### src/rtl/ifetch_pkg.sv
// Shared constants and types for the instruction-fetch stage: opcodes, instruction
// lengths, FSM state encoding and the instruction-queue entry layout.
package ifetch_pkg;

    localparam logic [6:0]  OPC_JAL    = 7'b1101111;
    localparam logic [6:0]  OPC_BRANCH = 7'b1100011;
    localparam logic [31:0] INST_LEN_C = 32'd2;
    localparam logic [31:0] INST_LEN_I = 32'd4;

    typedef enum logic {
        S_IDLE = 1'b0,
        S_WAIT = 1'b1
    } fetch_state_t;

    // Queue entry: field order fixes the packed layout {inst[65:34], pc[33:2], is_c[1], pred[0]}
    typedef struct packed {
        logic [31:0] inst;
        logic [31:0] pc;
        logic        is_c;
        logic        pred;
    } q_entry_t;

    // RV32C: any low-bit pattern other than 2'b11 is a 16-bit instruction
    function automatic logic is_compressed(input logic [31:0] w);
        return w[1:0] != 2'b11;
    endfunction

endpackage

### src/rtl/ifetch_queue.sv
// In-order circular instruction queue between fetch and decode.
// Head is read combinationally from storage, so a pushed entry shows up the cycle after
// the push. Outputs read as zero while empty. Clear has priority over push and pop.
module inst_queue
    import ifetch_pkg::*;
#(
    parameter int QW = 3
) (
    input  logic          i_clk,
    input  logic          i_rst_n,
    input  logic          i_clear,
    input  logic          i_push,
    input  q_entry_t      i_data,
    input  logic          i_pop,
    output logic          o_valid,
    output q_entry_t      o_head,
    output logic [QW:0]   o_count
);

    localparam int DEPTH = 1 << QW;

    logic [QW-1:0] r_head;
    logic [QW-1:0] r_tail;
    logic [QW:0]   r_count;
    q_entry_t      r_mem [DEPTH];

    logic w_pop;
    logic w_push;

    assign w_pop  = i_pop && (r_count != '0);
    assign w_push = i_push && ((r_count != (QW+1)'(DEPTH)) || w_pop);

    // Pointer and occupancy bookkeeping; simultaneous push and pop leave count unchanged
    always_ff @(posedge i_clk or negedge i_rst_n) begin
        if (!i_rst_n) begin
            r_head  <= '0;
            r_tail  <= '0;
            r_count <= '0;
        end else if (i_clear) begin
            r_head  <= '0;
            r_tail  <= '0;
            r_count <= '0;
        end else begin
            if (w_push) r_tail <= r_tail + 1'b1;
            if (w_pop)  r_head <= r_head + 1'b1;
            if (w_push && !w_pop)      r_count <= r_count + 1'b1;
            else if (w_pop && !w_push) r_count <= r_count - 1'b1;
        end
    end

    // Entry storage needs no reset: reads are masked while the queue is empty
    always_ff @(posedge i_clk) begin
        if (w_push && !i_clear) r_mem[r_tail] <= i_data;
    end

    assign o_valid = (r_count != '0);
    assign o_head  = o_valid ? r_mem[r_head] : '0;
    assign o_count = r_count;

endmodule

### src/rtl/ifetch.sv
// Instruction-fetch stage: one outstanding icache lookup, RV32C sizing, PC advance,
// redirect/flush handling and an in-order queue toward the decoder.
// Optional static prediction (JAL taken, backward BRANCH taken) under `IFETCH_PREDICT_EN.
module ifetch
    import ifetch_pkg::*;
#(
    parameter int          QUEUE_WIDTH = 3,
    parameter logic [31:0] RESET_PC    = 32'h0
) (
    input  logic        i_clk,
    input  logic        i_rst_n,
    input  logic        i_rdy,
    input  logic        i_flush,
    input  logic [31:0] i_redirect_pc,
    output logic        o_to_icache,
    output logic [31:0] o_pc,
    input  logic        i_have_result,
    input  logic [31:0] i_inst,
    output logic        o_out_valid,
    input  logic        i_out_ready,
    output logic [31:0] o_out_inst,
    output logic [31:0] o_out_pc,
    output logic        o_out_is_c,
    output logic        o_out_pred_taken
);

    fetch_state_t r_state, w_state;
    logic [31:0]  r_pc, w_pc;
    logic [31:0]  r_fetch_pc, w_fetch_pc;
    logic         r_discard, w_discard;
    logic         r_to_icache, w_to_icache;

    logic             w_push, w_pop, w_clear, w_full;
    logic             w_is_c, w_pred;
    logic [31:0]      w_seq_pc, w_target, w_redir;
    logic [QUEUE_WIDTH:0] w_count;
    q_entry_t         w_entry, w_head;

    // Sizing of the returned word and the sequential next PC (wraps at 2^32)
    assign w_is_c   = is_compressed(i_inst);
    assign w_seq_pc = r_pc + (w_is_c ? INST_LEN_C : INST_LEN_I);
    assign w_redir  = i_redirect_pc & ~32'h1;

`ifdef IFETCH_PREDICT_EN
    logic [31:0] w_imm_j, w_imm_b;
    logic        w_is_jal, w_is_br;
    assign w_imm_j  = {{12{i_inst[31]}}, i_inst[19:12], i_inst[20], i_inst[30:21], 1'b0};
    assign w_imm_b  = {{20{i_inst[31]}}, i_inst[7], i_inst[30:25], i_inst[11:8], 1'b0};
    assign w_is_jal = !w_is_c && (i_inst[6:0] == OPC_JAL);
    assign w_is_br  = !w_is_c && (i_inst[6:0] == OPC_BRANCH);
    // Backward branches have a negative offset, so the sign bit is the prediction
    assign w_pred   = w_is_jal || (w_is_br && i_inst[31]);
    assign w_target = r_pc + (w_is_jal ? w_imm_j : w_imm_b);
`else
    assign w_pred   = 1'b0;
    assign w_target = w_seq_pc;
`endif

    assign w_entry.inst = w_is_c ? {16'h0, i_inst[15:0]} : i_inst;
    assign w_entry.pc   = r_pc;
    assign w_entry.is_c = w_is_c;
    assign w_entry.pred = w_pred;

    assign w_full = w_count[QUEUE_WIDTH];
    assign w_pop  = i_rdy && !i_flush && i_out_ready;

    // Fetch FSM state and PC registers; everything holds while i_rdy is low
    always_ff @(posedge i_clk or negedge i_rst_n) begin
        if (!i_rst_n) begin
            r_state     <= S_IDLE;
            r_pc        <= RESET_PC;
            r_fetch_pc  <= RESET_PC;
            r_discard   <= 1'b0;
            r_to_icache <= 1'b0;
        end else begin
            r_state     <= w_state;
            r_pc        <= w_pc;
            r_fetch_pc  <= w_fetch_pc;
            r_discard   <= w_discard;
            r_to_icache <= w_to_icache;
        end
    end

    // Next-state: issue from IDLE when the queue has room, accept/drop the result in WAIT;
    // flush clears the queue, redirects, and marks an in-flight lookup as stale
    always_comb begin
        w_state     = r_state;
        w_pc        = r_pc;
        w_fetch_pc  = r_fetch_pc;
        w_discard   = r_discard;
        w_to_icache = r_to_icache;
        w_push      = 1'b0;
        w_clear     = 1'b0;
        if (i_rdy) begin
            w_to_icache = 1'b0;
            if (i_flush) begin
                w_clear    = 1'b1;
                w_fetch_pc = w_redir;
                if (r_state == S_WAIT) begin
                    if (i_have_result) begin
                        w_state   = S_IDLE;
                        w_discard = 1'b0;
                    end else begin
                        w_discard = 1'b1;
                    end
                end
            end else begin
                case (r_state)
                    S_IDLE: begin
                        if (!w_full) begin
                            w_to_icache = 1'b1;
                            w_pc        = r_fetch_pc;
                            w_state     = S_WAIT;
                        end
                    end
                    S_WAIT: begin
                        if (i_have_result) begin
                            w_state = S_IDLE;
                            if (r_discard) begin
                                w_discard = 1'b0;
                            end else begin
                                w_push     = 1'b1;
                                w_fetch_pc = w_pred ? w_target : w_seq_pc;
                            end
                        end
                    end
                    default: w_state = S_IDLE;
                endcase
            end
        end
    end

    inst_queue #(.QW(QUEUE_WIDTH)) u_queue (
        .i_clk   (i_clk),
        .i_rst_n (i_rst_n),
        .i_clear (w_clear),
        .i_push  (w_push),
        .i_data  (w_entry),
        .i_pop   (w_pop),
        .o_valid (o_out_valid),
        .o_head  (w_head),
        .o_count (w_count)
    );

    assign o_to_icache      = r_to_icache;
    assign o_pc             = r_pc;
    assign o_out_inst       = w_head.inst;
    assign o_out_pc         = w_head.pc;
    assign o_out_is_c       = w_head.is_c;
    assign o_out_pred_taken = w_head.pred;

endmodule

### config.mk
export PLATFORM = sky130hd
export DESIGN_NAME = ifetch
export DESIGN_NICKNAME = d
export VERILOG_FILES = /design/src/rtl/ifetch_pkg.sv /design/src/rtl/ifetch_queue.sv /design/src/rtl/ifetch.sv
export SDC_FILE = /design/constraint.sdc
export NUM_CORES = 1
export LEC_CHECK = 0
export CAP_MARGIN = 20
export CORE_UTILIZATION = 55
export DETAILED_ROUTE_END_ITERATION = 8
export DONT_BUFFER_PORTS = 1
export PLACE_DENSITY = 0.76
export SLEW_MARGIN = 20
export SYNTH_ARGS = -nofsm -noshare
export SYNTH_HDL_FRONTEND = slang
export SYNTH_HIERARCHICAL = 1
export SYNTH_SLANG_ARGS = --single-unit
### constraint.sdc
create_clock -name i_clk -period 10.5 [get_ports i_clk]
set_input_delay 2.1 -clock i_clk [delete_from_list [all_inputs] [get_ports i_clk]]
set_output_delay 2.1 -clock i_clk [all_outputs]
set_load 0.01 [all_outputs]
==> flow_metrics.env <==
export IMPL_status="completed"
export IMPL_vias=12000
export IMPL_synthCells=1303
export IMPL_max_slew_margin=0.322
export IMPL_skew_ps=12.7
export IMPL_clkTransAtPathRegs_ps=60
export IMPL_grt_max_degree=105
export IMPL_power_density_nw_per_um2=247
export IMPL_io_buffers=0
export IMPL_path_delay_family="simple AND/OR/NAND/NOR gates"
export IMPL_hold_viol_final=0
export IMPL_drc=0
export IMPL_fmax_mhz=161
export IMPL_whs_path_depth=2
export IMPL_start_kind="input pin"
export IMPL_initial_utilization=0.559
export IMPL_max_stage_delay_ps=910
export IMPL_nFillCells=3141
export IMPL_min_from="r_fetch_pc[1]"
export IMPL_path_class="in -> reg"
export IMPL_std_cell_rows=77
export IMPL_cp_end_kind="flop"
export IMPL_ctsResizeCount=0
export IMPL_grt_overflow_total=0
export IMPL_cap_violations=0
export IMPL_grt_pass1_vias=12300
export IMPL_rsz0062_at_grt="no"
export IMPL_hold_end="r_fetch_pc[1]"
export IMPL_final_period_utilization=0.590
export IMPL_ant_nets=0
export IMPL_cts_hold_buf=0
export IMPL_area_growth_pct=9.35
export IMPL_p_leak_nw=8.65
export IMPL_syn_area_sq_um=24800
export IMPL_clock_sinks=605
export IMPL_yosys_warnings=6
export IMPL_seq_area_sq_um=17800
export IMPL_core_area_sq_um=44300
export IMPL_reg2reg_depth=7
export IMPL_crit_start="i_have_result"
export IMPL_setup_tns_final_ps=0
export IMPL_cp_num_buf_inv=2
export IMPL_rr_startpoint="r_state"
export IMPL_h_tree_depth=2
export IMPL_fin_crit_ps=6200
export IMPL_hold_ws_ps=481
export IMPL_cts_tree="done"
export IMPL_avgViaCountPerCell=6.20
export IMPL_gp_congestion=0.771
export IMPL_synth_cell_types=64
export IMPL_die_y_um=214
export IMPL_fin_nets=1370
export IMPL_syn_area_per_cell_sq_um=19.0
export IMPL_wl_per_cell_um=26.5
export IMPL_root_buffer="clkbuf_16"
export IMPL_drive_above_1_share=0.240
export IMPL_grt_pass1_wl_um=77200
export IMPL_synth_edf_count=528
export IMPL_worst_path_max_delay_cell="nor2_4"
export IMPL_path_max_fanout=44
export IMPL_drt_iter0_drc=1049
export IMPL_yosysSeqAreaShare=0.718
export IMPL_numCtsBuffers=59
export IMPL_ys_ff_latch=605
export IMPL_dieArea_sq_um=45900
export IMPL_clockBufferDepth=3
export IMPL_die_w_um=214
export IMPL_multi_input_area_sq_um=6340
export IMPL_peakVddDrop_mv=0.165
export IMPL_hpwl_um=28900
export IMPL_wirelength_um=51300
export IMPL_critPathRequiredTime_ps=10730
export IMPL_timing_final_max_slew_violations=0
export IMPL_rrSetupSlack_ps=5310
export IMPL_worst_pin_slew_ps=1010
export IMPL_setup_violations=0
export IMPL_synth_ff_type="edfxtp_1"
export IMPL_grtUsageTotal=0.226
export IMPL_postSynth_asyncResetShare=0.127
export IMPL_clk_latency_ps=600
export IMPL_arrival_ps=6430
export IMPL_cts_setup_buffers=0
export IMPL_io_pins=170
export IMPL_rr_endpoint="u_queue/r_mem[3][59]"
export IMPL_antenna_found_initial=1
export IMPL_min_path_type="reg -> reg"
export IMPL_crit_path_cell_trace="and3b_1 -> o21a_1 -> nand2b_2 -> inv_1 -> o211ai_1 -> nor2_4 -> buf_4"
export IMPL_first_pass_iters=5
[where the power goes]
| part | leakage [nW] | internal [W] | switching, W |
|---|---|---|---|
| clock network | 0.962 | 0.00120 | 0.000873 |
| registers | 5.71 | 0.00291 | 0.000386 |
| logic | 1.98 | 0.000581 | 0.000728 |
| total | 8.65 | 0.00470 | 0.00199 |
[synthesized netlist by cell type (all sizes together), types with 2 or more instances]
library cell  instances  area, sq um
edfxtp              528        15900
mux4                132         2980
nor2                100          383
dfrtp                77         1930
buf                  75          609
mux2i                70          701
mux2                 33          372
a21oi                30          150
clkbuf               29          109
xnor2                24          210
o21ai                23          126
and3                 22          138
nand2                22         82.6
o22ai                15          113
nor4                 12          160
nand3                11         55.1
nor3                 11         55.1
xor2                 10         87.6
inv                   9         33.8
nand4                 8         80.1
ha                    6         75.1
a31oi                 5         31.3
and4                  5         46.3
nand3b                5         37.5
and2                  4         25.0
a211oi                3         35.0
a21o                  3         22.5
nand2b                3         18.8
nor3b                 3         22.5
a22o                  2         17.5
nor4b                 2         17.5
o211ai                2         15.0
o21a                  2         15.0
or3                   2         18.8
[layer usage]
layer	part of all wire	track usage	vias to the layer above	routed length [um]
li1	-	-	5146	-
met1	0.41	0.306	6374	20800
met2	0.51	0.376	412	26200
met3	0.066	0.0482	71	3390
met4	0.018	0.0581	2	930
met5	0.00021	0	-	11
[sequential cells by signal, indices dropped and copies added, names as in the netlist]
signal and cells:
u_queue/r_mem 528, o_pc 32, r_fetch_pc 32, u_queue/o_count 4, u_queue/r_head 3, u_queue/r_tail 3, o_to_icache 1, r_discard 1
r_state 1
[placed cells by master (no fill, tap or decap), types with 6 or more instances in the layout]
cell type,count
clkbuf_1,6
clkbuf_16,60
xor2_1,10
and3_1,22
clkinv_2,19
nor3_1,8
o21ai_1,6
nand4_1,6
nand3_1,11
nor2_1,96
edfxtp_1,528
conb_1,8
buf_4,24
xnor2_1,24
inv_1,8
clkinv_1,9
nand2_1,22
mux2i_1,70
mux4_2,129
o22ai_1,12
o21ai_0,15
ha_1,6
mux2_2,33
dfrtp_1,74
a21oi_1,30
[worst register-to-register path, delay by kind of cell (launching register included)]
kind,cells,cell delay (ps)
buffers and inverters,2,1400
DFF,1,440
and+or+nand+nor,3,1770
AOI/OAI and AO/OA,2,1200
[metrics by stage]
| step | setup slack (ps) | std cells | utilization | power, W | area, sq um |
|---|---|---|---|---|---|
| 6_report | 4300 | 1937 | 0.611 | 0.00669 | 27100 |
| 5_1_grt | 4130 | 1936 | 0.611 | 0.00697 | 27100 |
| 4_1_cts | 3900 | 1936 | 0.611 | 0.00676 | 27100 |
| 3_5_place_dp | 3260 | 1824 | 0.567 | 0.00469 | 25100 |
| 3_3_place_gp | 3270 | 1823 | 0.566 | 0.00465 | 25100 |
| 2_1_floorplan | 297 | 1310 | - | 0.00441 | 24800 |
[worst max path at each step]
stage                            to  slack [ps]  depth (start not counted)
2_1_floorplan   u_queue/r_mem[2][0]         300                          7
3_3_place_gp   u_queue/r_mem[7][62]        3270                          7
3_5_place_dp   u_queue/r_mem[3][55]        3260                          7
4_1_cts        u_queue/r_mem[3][20]        3900                          7
5_1_grt        u_queue/r_mem[3][20]        4130                          7
6_report       u_queue/r_mem[3][59]        4300                          7
[area by class of cell]
class,count,area share
Timing Repair Buffer,26,0.00813
Clock inverter,41,0.0130
Sequential cell,605,0.657
Multi-Input combinational cell,592,0.234
Clock buffer,71,0.0588
Tap cell,592,0.0274
Antenna cell,1,0.0000924
Inverter,9,0.00125
[kinds of logic (layout without fill, tap and decap cells)]
group                      count (synthesis)  after routing  share of synthesized area
AOI/OAI and AO/OA                         93             93                     0.0240
xor gates and xnor gates                  34             34                     0.0120
and+or+nand+nor                          215            215                     0.0477
DFF                                      605            605                      0.718
adders and majority gates                  7              7                    0.00384
buffers and inverters                    113            147                     0.0304
other                                      1              9                   0.000151
muxes                                    235            235                      0.164
Note: power is estimated with default switching activity, not from simulation.
